`config.mk`:
```
export PLATFORM = sky130hd
export DESIGN_NAME = bnn_argmax_out
export DESIGN_NICKNAME = d
export VERILOG_FILES = /design/src/rtl/bnn_pkg.sv /design/src/rtl/argmax_cmp.sv /design/src/rtl/bnn_argmax_out.sv
export SDC_FILE = /design/constraint.sdc
export NUM_CORES = 1
export LEC_CHECK = 0
export ABC_AREA = 1
export CAP_MARGIN = 10
export CORE_UTILIZATION = 50
export DETAILED_ROUTE_END_ITERATION = 7
export PLACE_DENSITY = 0.86
export SLEW_MARGIN = 20
export SYNTH_ARGS = -nofsm -noshare
export SYNTH_HDL_FRONTEND = slang
export SYNTH_SLANG_ARGS = --single-unit
```
`constraint.sdc`:
```
create_clock -name clk -period 2.1 [get_ports clk]
set_clock_uncertainty 0.05 [all_clocks]
set_input_delay 0.63 -clock clk [delete_from_list [all_inputs] [get_ports clk]]
set_output_delay 0.63 -clock clk [all_outputs]
set_load 0.05 [all_outputs]
```
`src/rtl/bnn_pkg.sv`:
```
// Shared BNN datapath package: default widths, class count
// and the output-stage state encoding.
package bnn_pkg;

  localparam int BNN_ACC_WIDTH = 12;
  localparam int BNN_N_CLASSES = 10;
  localparam int BNN_IDX_WIDTH = 4;

  typedef enum logic [1:0] {
    ST_IDLE,
    ST_COLLECT,
    ST_DONE
  } state_e;

endpackage

```
`src/rtl/argmax_cmp.sv`:
```
// Combinational argmax step: candidate vs. running best.
// Ports: first, cand_*, best_* in; out_score/out_idx out.
module argmax_cmp #(
  parameter int ACC_WIDTH = 12,
  parameter int IDX_WIDTH = 4
) (
  input  logic                 first,
  input  logic [ACC_WIDTH-1:0] cand_score,
  input  logic [IDX_WIDTH-1:0] cand_idx,
  input  logic [ACC_WIDTH-1:0] best_score,
  input  logic [IDX_WIDTH-1:0] best_idx,
  output logic [ACC_WIDTH-1:0] out_score,
  output logic [IDX_WIDTH-1:0] out_idx
);

  logic take;

  // strict greater keeps the lower index on ties
  always_comb begin
    take      = first | (cand_score > best_score);
    out_score = take ? cand_score : best_score;
    out_idx   = take ? cand_idx : best_idx;
  end

endmodule

```
`src/rtl/bnn_argmax_out.sv`:
```
// BNN output stage: streams final-layer popcounts, reports argmax.
// Ports: start, acc_* stream in, result_ack; class_*, frame_err, busy out.
module bnn_argmax_out
  import bnn_pkg::*;
#(
  parameter int ACC_WIDTH = BNN_ACC_WIDTH,
  parameter int N_CLASSES = BNN_N_CLASSES,
  parameter int IDX_WIDTH = BNN_IDX_WIDTH
) (
  input  logic                 clk,
  input  logic                 rst,
  input  logic                 start,
  input  logic                 acc_valid,
  input  logic [ACC_WIDTH-1:0] acc_data,
  input  logic                 acc_last,
  output logic                 acc_ready,
  input  logic                 result_ack,
  output logic                 class_valid,
  output logic [IDX_WIDTH-1:0] class_idx,
  output logic [ACC_WIDTH-1:0] class_score,
  output logic                 frame_err,
  output logic                 busy
);

  localparam logic [IDX_WIDTH-1:0] LAST_IDX =
    IDX_WIDTH'(N_CLASSES - 1);

  state_e               state_q, state_d;
  logic [IDX_WIDTH-1:0] cnt_q, cnt_d;
  logic [ACC_WIDTH-1:0] best_score_q, best_score_d;
  logic [IDX_WIDTH-1:0] best_idx_q, best_idx_d;
  logic                 frame_err_q, frame_err_d;

  logic [ACC_WIDTH-1:0] cmp_score;
  logic [IDX_WIDTH-1:0] cmp_idx;
  logic                 xfer;

  argmax_cmp #(
    .ACC_WIDTH(ACC_WIDTH),
    .IDX_WIDTH(IDX_WIDTH)
  ) u_cmp (
    .first     (cnt_q == '0),
    .cand_score(acc_data),
    .cand_idx  (cnt_q),
    .best_score(best_score_q),
    .best_idx  (best_idx_q),
    .out_score (cmp_score),
    .out_idx   (cmp_idx)
  );

  // ready is a pure decode of the state register
  assign acc_ready = (state_q == ST_COLLECT);
  assign busy      = (state_q == ST_COLLECT);
  assign xfer      = acc_valid & acc_ready;

  assign class_valid = (state_q == ST_DONE);
  assign class_idx   = class_valid ? best_idx_q : '0;
  assign class_score = class_valid ? best_score_q : '0;
  assign frame_err   = frame_err_q;

  always_comb begin
    state_d      = state_q;
    cnt_d        = cnt_q;
    best_score_d = best_score_q;
    best_idx_d   = best_idx_q;
    frame_err_d  = frame_err_q;
    case (state_q)
      ST_IDLE: begin
        if (start) begin
          state_d      = ST_COLLECT;
          cnt_d        = '0;
          best_score_d = '0;
          best_idx_d   = '0;
          frame_err_d  = 1'b0;
        end
      end
      ST_COLLECT: begin
        if (start) begin
          // abort: a word offered this cycle is dropped
          cnt_d        = '0;
          best_score_d = '0;
          best_idx_d   = '0;
          frame_err_d  = 1'b0;
        end else if (xfer) begin
          best_score_d = cmp_score;
          best_idx_d   = cmp_idx;
          if (cnt_q == LAST_IDX) begin
            state_d = ST_DONE;
            if (!acc_last) frame_err_d = 1'b1;
          end else if (acc_last) begin
            state_d     = ST_DONE;
            frame_err_d = 1'b1;
          end else begin
            cnt_d = cnt_q + IDX_WIDTH'(1);
          end
        end
      end
      ST_DONE: begin
        if (start) begin
          state_d      = ST_COLLECT;
          cnt_d        = '0;
          best_score_d = '0;
          best_idx_d   = '0;
          frame_err_d  = 1'b0;
        end else if (result_ack) begin
          state_d = ST_IDLE;
        end
      end
      default: state_d = ST_IDLE;
    endcase
  end

  always_ff @(posedge clk or negedge rst) begin
    if (!rst) begin
      state_q      <= ST_IDLE;
      cnt_q        <= '0;
      best_score_q <= '0;
      best_idx_q   <= '0;
      frame_err_q  <= 1'b0;
    end else begin
      state_q      <= state_d;
      cnt_q        <= cnt_d;
      best_score_q <= best_score_d;
      best_idx_q   <= best_idx_d;
      frame_err_q  <= frame_err_d;
    end
  end

endmodule
```
==> flow_summary.yaml, run 1 <==
power:
  pwr-share-comb_pct: 63.0
  swShare_pct: 48.7
  p_leak_nw: 1.33
  peakVddDrop_v: 0.00110
  power.density_mw_per_mm2: 896
  cellInternalPower_w: 0.00117
  pwr-share-seq_pct: 27.6
  clock_power_share_pct: 9.5
  p_sw_w: 0.00111
  total_power_w: 0.00229
min_path:
  worstHoldStart: "best_score_q[10]"
  hold_depth: 2
  hp-class: "reg2reg"
  whs_endpoint: "best_score_q[10]"
detailed_routing:
  drtAntennaViolNets: 0
  drtIter0Drc: 48
  drc: 0
  vias: 1690
  first_pass_iters: 4
  vias_per_cell: 4.99
  wl_per_cell_um: 11.8
  drt_wl_total_mm: 4.01
clock_tree:
  clock-root-buffer: "clkbuf_4"
  path_clk_slew_ps: 130
  cts_buffers: 3
  clockBufferDepth: 2
  clkSinkCount: 23
  htree_num_levels: 1
  insertion_delay_ps: 320
  cts_tree: "done"
global_route:
  grt_pass1_vias: 1589
  grt_start_max_net_pins: 24
  antenna_found_initial: 0
  grt_pass1_wl_mm: 6.47
  overflow: 0
  grt.total_usage_pct: 24.0
final_layout:
  stdcell_count: 339
  fill_cells: 213
  final_util_pct: 82.2
  fin_area_mm2: 0.00255
  seq_area_um2: 577
  syn_to_final_growth_pct: 53.1
  fin_nets: 329
  final_layout_size_suffix_gt1_share_pct: 26.1
  multiInputGateArea_mm2: 0.00105
  antenna_cells: 0
place:
  dp.cells: 332
  place.gp.congestion: 0.846
  placed_area_mm2: 0.00233
  io_buffers: 37
  dp_hpwl_mm: 2.87
synth:
  yosysSeqAreaShare_pct: 34.6
  synth_nets: 277
  synth.distinct_cells: 25
  synth_cells: 244
  syn_area_per_cell_um2: 6.83
  synth_area_mm2: 0.00167
  yosysWarnings: 0
  synth-seq-cells: 23
setup_path:
  startpoint_type: "register"
  critPathRequiredTime_ps: 1420
  rr_worst_depth: 13
  critPathMaxStageDelay_ps: 480
  rrSetupSlack_ps: 300
  path_cells: "nor2_4, inv_8, nor2_1, buf_6"
  r2r_start: "best_score_q[3]"
  path_class: "reg2out"
  worst_path_max_delay_cell: "dfrtp_2"
  end_kind: "output pin"
  arrival_ps: 1390
  worstReg2RegEnd: "best_score_q[10]"
  cp_max_fo: 16
timing:
  hold_viol: 0
  period_share_pct: 98.6
  relSlewSlack_pct: 78.0
  tightest_slew_ps: 328
  setup_viol: 0
  slew_violations: 0
  holdWs_ps: 440
  rsz0062_at_grt: "yes"
  period_needed_ps: 2070
  max_freq_mhz: 483
run_status:
  outcome: "finished, final reports clean"
floorplan:
  fp.dieW_um: 59.7
  die_y_um: 59.7
  pin_count: 38
  num_rows: 20
  start_util_pct: 53.7
  coreArea_mm2: 0.00310
  dieArea_mm2: 0.00357
run:
  cap_violations: 0
sequential cells by signal, indices dropped and copies added, names as in the netlist:
signal	count
best_score_q	12
state_q	2
frame_err	1
cnt_q	4
best_idx_q	4
cell type report:
cell class / count / area share [%]
Sequential cell: 23 / 22.6
Tap cell: 44 / 2.16
Clock buffer: 3 / 0.883
Clock inverter: 1 / 0.196
Inverter: 50 / 7.65
Multi-Input combinational cell: 165 / 41.0
Timing Repair Buffer: 53 / 25.5
logic make-up after synthesis:
| group | after synthesis | share of synthesized area (%) |
|---|---|---|
| buffers and inverters | 56 | 13.4 |
| AOI/OAI and AO/OA | 15 | 5.94 |
| DFF | 23 | 34.6 |
| adders and majority gates | 15 | 11.3 |
| and+or+nand+nor | 135 | 34.8 |
cells in the mapped netlist:
cell type | count | area (um^2)
nand2_1 | 61 | 229
inv_1 | 47 | 176
nor2_1 | 41 | 154
nand3_1 | 24 | 120
dfrtp_1 | 23 | 576
ha_1 | 15 | 188
o21ai_0 | 6 | 30.0
a21oi_1 | 4 | 20.0
inv_2 | 3 | 11.3
buf_2 | 2 | 10.0
clkbuf_1 | 2 | 7.51
nand2_4 | 2 | 22.5
nand4_1 | 2 | 12.5
a21o_1 | 1 | 7.51
a31oi_1 | 1 | 6.26
a31oi_4 | 1 | 21.3
buf_4 | 1 | 7.51
buf_6 | 1 | 11.3
nand2_2 | 1 | 6.26
nor2_2 | 1 | 6.26
nor2_4 | 1 | 11.3
nor3_1 | 1 | 5.00
nor3b_2 | 1 | 12.5
o21ai_1 | 1 | 5.00
o221ai_1 | 1 | 8.76
metal layers:
metal / track usage, % / share of wire [%]
met2: 46.5 / 53
met5: 0 / 0
met3: 2.60 / 3.9
met4: 5.98 / 2.2
met1: 27.6 / 41
worst max path at each step:
stage / startpoint / to / slack (ps) / cells past startpoint
4_1_cts: state_q[0] / class_idx[1] / 6 / 4
6_report: state_q[0] / class_score[0] / 30 / 4
3_3_place_gp: acc_data[11] / best_score_q[5] / -280 / 12
3_5_place_dp: acc_data[11] / best_score_q[4] / -350 / 12
2_1_floorplan: state_q[1] / class_idx[0] / -150 / 4
5_1_grt: acc_data[1] / best_idx_q[1] / -40 / 13
power groups by stage:
stage	logic [W]	registers, W	clock network (W)
after floorplan	0.000862	0.000654	0
after global placement	0.00126	0.000635	0
after detailed placement	0.00129	0.000638	0
after CTS	0.00134	0.000627	0.000225
after global routing	0.00157	0.000644	0.000241
final	0.00144	0.000630	0.000216
through the flow:
stage	worst slack (ps)	TNS [ps]
after floorplan	-154	-937
after global placement	-283	-4250
after detailed placement	-347	-5410
after CTS	6.49	0
after global routing	-44.2	-284
final	30.3	0
layout by cell type (no fill, tap or decap), types with 2 or more instances in the layout:
cell type	count
nand2_1	59
inv_1	45
nor2_1	25
nand3_1	24
dfrtp_1	22
buf_4	15
nor2_4	13
buf_12	12
ha_1	10
dlymetal6s2s_1	10
buf_6	9
clkdlybuf4s50_1	7
o21ai_0	6
nor2_2	5
ha_4	5
inv_2	4
nand2_2	3
a21oi_1	3
clkbuf_4	3
nand4_1	2
worst max-delay path, delay by kind of cell (launching register included):
kind | cells | cell delay, ps
flops | 1 | 480
simple gates | 2 | 300
buf+inv | 2 | 280
repair_timing:
item,in CTS,in global routing
pin swaps,1,13
setup buffers,2,1
gates resized for setup,5,34
hold buffers,0,0
endpoints found under the setup margin,18,32
No activity file was read; power rests on OpenSTA's default activity.
==> inputs of run 2 (changes only) <==
--- a/config.mk
+++ b/config.mk
@@ -7,9 +7,11 @@
 export LEC_CHECK = 0
 export ABC_AREA = 1
 export CAP_MARGIN = 10
-export CORE_UTILIZATION = 50
+export CORE_UTILIZATION = 63
+export CTS_CLUSTER_SIZE = 25
 export DETAILED_ROUTE_END_ITERATION = 7
-export PLACE_DENSITY = 0.86
+export DONT_BUFFER_PORTS = 1
+export PLACE_DENSITY = 0.85
 export SLEW_MARGIN = 20
 export SYNTH_ARGS = -nofsm -noshare
 export SYNTH_HDL_FRONTEND = slang
==> run 2 against run 1 <==
Compared with the run above:
- utilization up 5.6 points
- the flow now finishes with violations (design-rule violations, negative setup slack)
- via count decreased by 3.7%
- worst setup slack worse by 41 ps
- critical path depth is 1 higher
- first-iteration DRC count shrank 4.2%
- critical path type unchanged
- combinational power fell by 17%
- worst hold slack got worse by 230 ps
- global-route usage increased by 7.3 points
==> flow_summary.yaml, run 2 (synthesis gave the netlist of run 1 again) <==
run_status:
  outcome: "finished, violations left"
  violations: "design-rule violations, negative setup slack"
setup_path:
  path_class: "reg2out"
  worstReg2RegEnd: "best_score_q[6]"
  startpoint_type: "register"
  end_kind: "output pin"
  rrSetupSlack_ps: 90
  arrival_ps: 1430
  cp_max_fo: 16
  r2r_start: "best_score_q[11]"
  rr_worst_depth: 13
  critPathRequiredTime_ps: 1420
floorplan:
  die_y_um: 53.4
  coreArea_mm2: 0.00248
  start_util_pct: 67.2
  pin_count: 38
  dieArea_mm2: 0.00285
  fp.dieW_um: 53.4
  num_rows: 18
clock_tree:
  clockBufferDepth: 2
  clock-root-buffer: "clkbuf_4"
  cts_buffers: 3
  cts_tree: "done"
  path_clk_slew_ps: 140
  insertion_delay_ps: 320
  clkSinkCount: 23
  htree_num_levels: 1
final_layout:
  most-common-layout-cells: "61 x nand2_1, 45 x inv_1, 25 x nor2_1"
  fin_area_mm2: 0.00217
  syn_to_final_growth_pct: 30.6
  largest_register: "best_score_q"
  final_layout_size_suffix_gt1_share_pct: 22.6
  layout_commonest_cell: "nand2_1"
  fin_nets: 304
  largest_register_ffs: 12
  antenna_cells: 0
  top_regs: "best_score_q: 12 flops, best_idx_q: 4 flops, cnt_q: 4 flops"
  final_util_pct: 87.8
detailed_routing:
  vias: 1628
  drtAntennaViolNets: 0
  drt_wl_total_mm: 4.29
  first_pass_iters: 6
  vias_per_cell: 5.43
  drtIter0Drc: 46
  wl_per_cell_um: 14.3
  drc: 2
global_route:
  grt.total_usage_pct: 31.3
  grt_pass1_vias: 1535
  grt_start_max_net_pins: 24
  grt_pass1_wl_mm: 6.33
  overflow: 0
  antenna_found_initial: 0
timing:
  tightest_slew_ps: 531
  relSlewSlack_pct: 64.6
  period_share_pct: 101
  setup_viol: 1
  slew_violations: 0
  hold_viol: 0
  period_needed_ps: 2110
  fin_ws_ps: -10.8
  rsz0062_at_grt: "yes"
  setup_tns_ps: -10.8
  max_freq_mhz: 474
min_path:
  hp-class: "in2async"
place:
  pre_cts_ws_ps: -3.34
  placed_area_mm2: 0.00204
  dp_hpwl_mm: 2.92
  io_buffers: 0
  place.gp.congestion: 0.810
power:
  total_power_w: 0.00208
  p_leak_nw: 1.11
  power.density_mw_per_mm2: 958
  peakVddDrop_v: 0.00109
run:
  cap_violations: 0
run 2: cell count changes in the layout (fill, tap and decap cells not counted):
cell	previous run	this run
buf_2	0	1
a21oi_2	1	0
buf_12	12	11
ha_1	10	15
ha_4	5	0
nor2_4	13	12
a21oi_1	3	4
nor2_2	5	6
nand2_1	59	61
nand2_2	3	1
buf_6	9	6
dlymetal6s2s_1	10	0
buf_4	15	10
clkdlybuf4s50_1	7	0
run 2: area by class of cell:
type | count | area (um^2)
Fill cell | 130 | 303
Multi-Input combinational cell | 165 | 970
Tap cell | 30 | 37.5
Clock inverter | 1 | 5.00
Timing Repair Buffer | 28 | 368
Inverter | 50 | 195
Sequential cell | 23 | 577
Clock buffer | 3 | 22.5
run 2: critical path: stages (launching register included):
cell	delay, ps
dfrtp_1	400
inv_2	80
nor2_4	180
inv_8	120
nor2_2	160
buf_6	180
run 2: how the worst max path moves through the flow:
stage                           from          endpoint  cells past startpoint
global route        best_score_q[11]  best_score_q[10]                     13
global placement        acc_data[11]   best_score_q[7]                     12
floorplan                 state_q[1]      class_idx[0]                      4
detailed placement        state_q[1]    class_score[0]                      5
CTS                       state_q[1]      class_idx[1]                      5
finish                    state_q[1]      class_idx[1]                      5
run 2: where the power goes:
part / internal (W) / switching (W) / leakage (nW) / total (W)
combinational: 0.000387 / 0.000814 / 0.786 / 0.00120
clock: 0.0000714 / 0.000144 / 0.0177 / 0.000216
sequential: 0.000548 / 0.000119 / 0.310 / 0.000668
run 2: per-stage QoR:
| step | instances | hold slack (ps) |
|---|---|---|
| 3_3_place_gp | 289 | 285 |
| 6_report | 300 | 208 |
| 4_1_cts | 295 | 441 |
| 2_1_floorplan | 244 | 284 |
| 5_1_grt | 300 | 237 |
| 3_5_place_dp | 289 | 285 |
run 2: routing by layer:
metal / routed length (um) / global-route usage [%]
met5: 0 / 0
met4: 108 / 15.4
met3: 302 / 6.61
met2: 2240 / 58.3
met1: 1630 / 32.3
run 2: timing repair:
item                       4_1_cts  5_1_grt
hold endpoints to repair        23        0
setup endpoints to repair       16       21
gates resized for setup          6       11
hold buffers                     1        0
buffers inserted                 1        5
pin swaps                        1        2
==> inputs of run 3 (changes only) <==
--- a/config.mk
+++ b/config.mk
@@ -7,11 +7,11 @@
 export LEC_CHECK = 0
 export ABC_AREA = 1
 export CAP_MARGIN = 10
-export CORE_UTILIZATION = 63
+export CORE_UTILIZATION = 55
 export CTS_CLUSTER_SIZE = 25
 export DETAILED_ROUTE_END_ITERATION = 7
 export DONT_BUFFER_PORTS = 1
-export PLACE_DENSITY = 0.85
+export PLACE_DENSITY = 0.76
 export SLEW_MARGIN = 20
 export SYNTH_ARGS = -nofsm -noshare
 export SYNTH_HDL_FRONTEND = slang
==> run 3 against run 2 <==
Compared with the run above:
- the run still ends with design-rule violations, negative setup slack left
- worst setup slack worse by 14 ps
- fmax fell by 0.67%
- wire length down 17%
- sequential share of layout area grew 0.43 points
- via count fell by 6.4%
- non-clock buffer count fell by 3
- cell count fell by 0.67%
==> flow_summary.yaml, run 3 (synthesis gave the netlist of run 1 again) <==
setup_path:
  rr_worst_depth: 12
  worst_path_max_delay_cell: "dfrtp_1"
  startpoint_type: "register"
  cp_max_fo: 16
  path_cells: "inv_1, nor2_4, inv_8, nor2_1, buf_4"
  end_kind: "output pin"
  critPathRequiredTime_ps: 1420
  arrival_ps: 1440
  path_class: "reg2out"
  critPathMaxStageDelay_ps: 370
final_layout:
  final_layout_size_suffix_gt1_share_pct: 19.9
  fin_nets: 301
  syn_to_final_growth_pct: 28.5
  layout_commonest_cell: "nand2_1"
  largest_register: "best_score_q"
  most-common-layout-cells: "61 x nand2_1, 46 x inv_1, 29 x nor2_1"
  largest_register_ffs: 12
  antenna_cells: 0
  top_regs: "best_score_q: 12 flops, best_idx_q: 4 flops, cnt_q: 4 flops"
floorplan:
  pin_count: 38
  die_y_um: 57.0
  coreArea_mm2: 0.00281
  start_util_pct: 59.4
  dieArea_mm2: 0.00325
  num_rows: 19
  fp.dieW_um: 57.0
detailed_routing:
  wl_per_cell_um: 12.0
  drc: 10
  drtAntennaViolNets: 0
  drtIter0Drc: 67
  drt_wl_total_mm: 3.57
  vias: 1524
  first_pass_iters: 6
  vias_per_cell: 5.11
global_route:
  grt_start_max_net_pins: 24
  grt.total_usage_pct: 23.8
  grt_pass1_vias: 1479
  grt_pass1_wl_mm: 6.07
  antenna_found_initial: 0
  overflow: 0
timing:
  max_freq_mhz: 471
  holdWs_ps: 222
  period_needed_ps: 2120
  relSlewSlack_pct: 64.2
  setup_viol: 1
  hold_viol: 0
  slew_violations: 0
  setup_tns_ps: -25.0
  fin_ws_ps: -25.0
  period_share_pct: 101
  tightest_slew_ps: 536
  rsz0062_at_grt: "yes"
power:
  power.density_mw_per_mm2: 957
  peakVddDrop_v: 0.00100
  p_leak_nw: 1.10
place:
  place.gp.congestion: 0.801
  dp_hpwl_mm: 2.63
  io_buffers: 0
  pre_cts_ws_ps: -7.91
clock_tree:
  cts_buffers: 3
  clkSinkCount: 23
  insertion_delay_ps: 320
  cts_tree: "done"
  path_clk_slew_ps: 130
  htree_num_levels: 1
  clockBufferDepth: 2
  clock-root-buffer: "clkbuf_4"
min_path:
  hp-class: "in2async"
run:
  cap_violations: 0
run_status:
  outcome: "finished, violations left"
  violations: "design-rule violations, negative setup slack"
[run 3: path summary, 6_finish.rpt]
path / start / end / slack [ps]
setup / recovery: state_q[1] / class_score[11] / -20
hold / removal: rst / best_score_q[6] / 220
min in group clk: best_score_q[2] / best_score_q[2] / 440
hold reg to reg: best_score_q[2] / best_score_q[2] / 440
max in group asynchronous: rst / state_q[0] / 1400
setup reg to reg: best_score_q[10] / best_score_q[8] / 200
[run 3: area by class of cell]
type,instances,area [um^2]
inverters,50,195
well taps,31,38.8
clock inverters,1,5.00
multi-input cells,165,960
clock buffers,3,22.5
flip-flops and latches,23,577
fillers,214,666
repair buffers,25,342
[run 3: stage by stage]
stage                     utilization, %  instances  power (W)  instance area [um^2]
after floorplan                        -        244    0.00152                  1760
after global placement              72.9        290    0.00173                  2050
after detailed placement            72.9        290    0.00176                  2050
after CTS                           75.6        298    0.00203                  2120
after global routing                76.3        298    0.00220                  2140
final                               76.3        298    0.00205                  2140
[run 3: critical path, delay by kind of cell, from the launching register on]
family / cells / cell delay [ps]
buffers and inverters: 3 / 440
flip-flops: 1 / 370
AND/OR/NAND/NOR: 2 / 300
[run 3: power by group]
part	total [W]	internal [W]	switching, W
logic	0.00118	0.000387	0.000794
registers	0.000656	0.000548	0.000108
clock network	0.000211	0.0000714	0.000140
[run 3: timing repair]
action                                  4_1_cts  5_1_grt
setup buffers                                 3        0
endpoints found under the hold margin        23        0
pin swaps                                     1        0
hold buffers                                  1        0
endpoints found under the setup margin       16        8
gates cloned                                  0        0
resized for setup                             6        5
[run 3: per-layer routing]
metal / part of all wire [%] / track usage [%] / vias to the layer above
li1: - / - / 793
met1: 44 / 28.7 / 694
met2: 50 / 43.4 / 32
met3: 4.3 / 3.63 / 5
met4: 1.2 / 8.01 / 0
met5: 0 / 0 / -
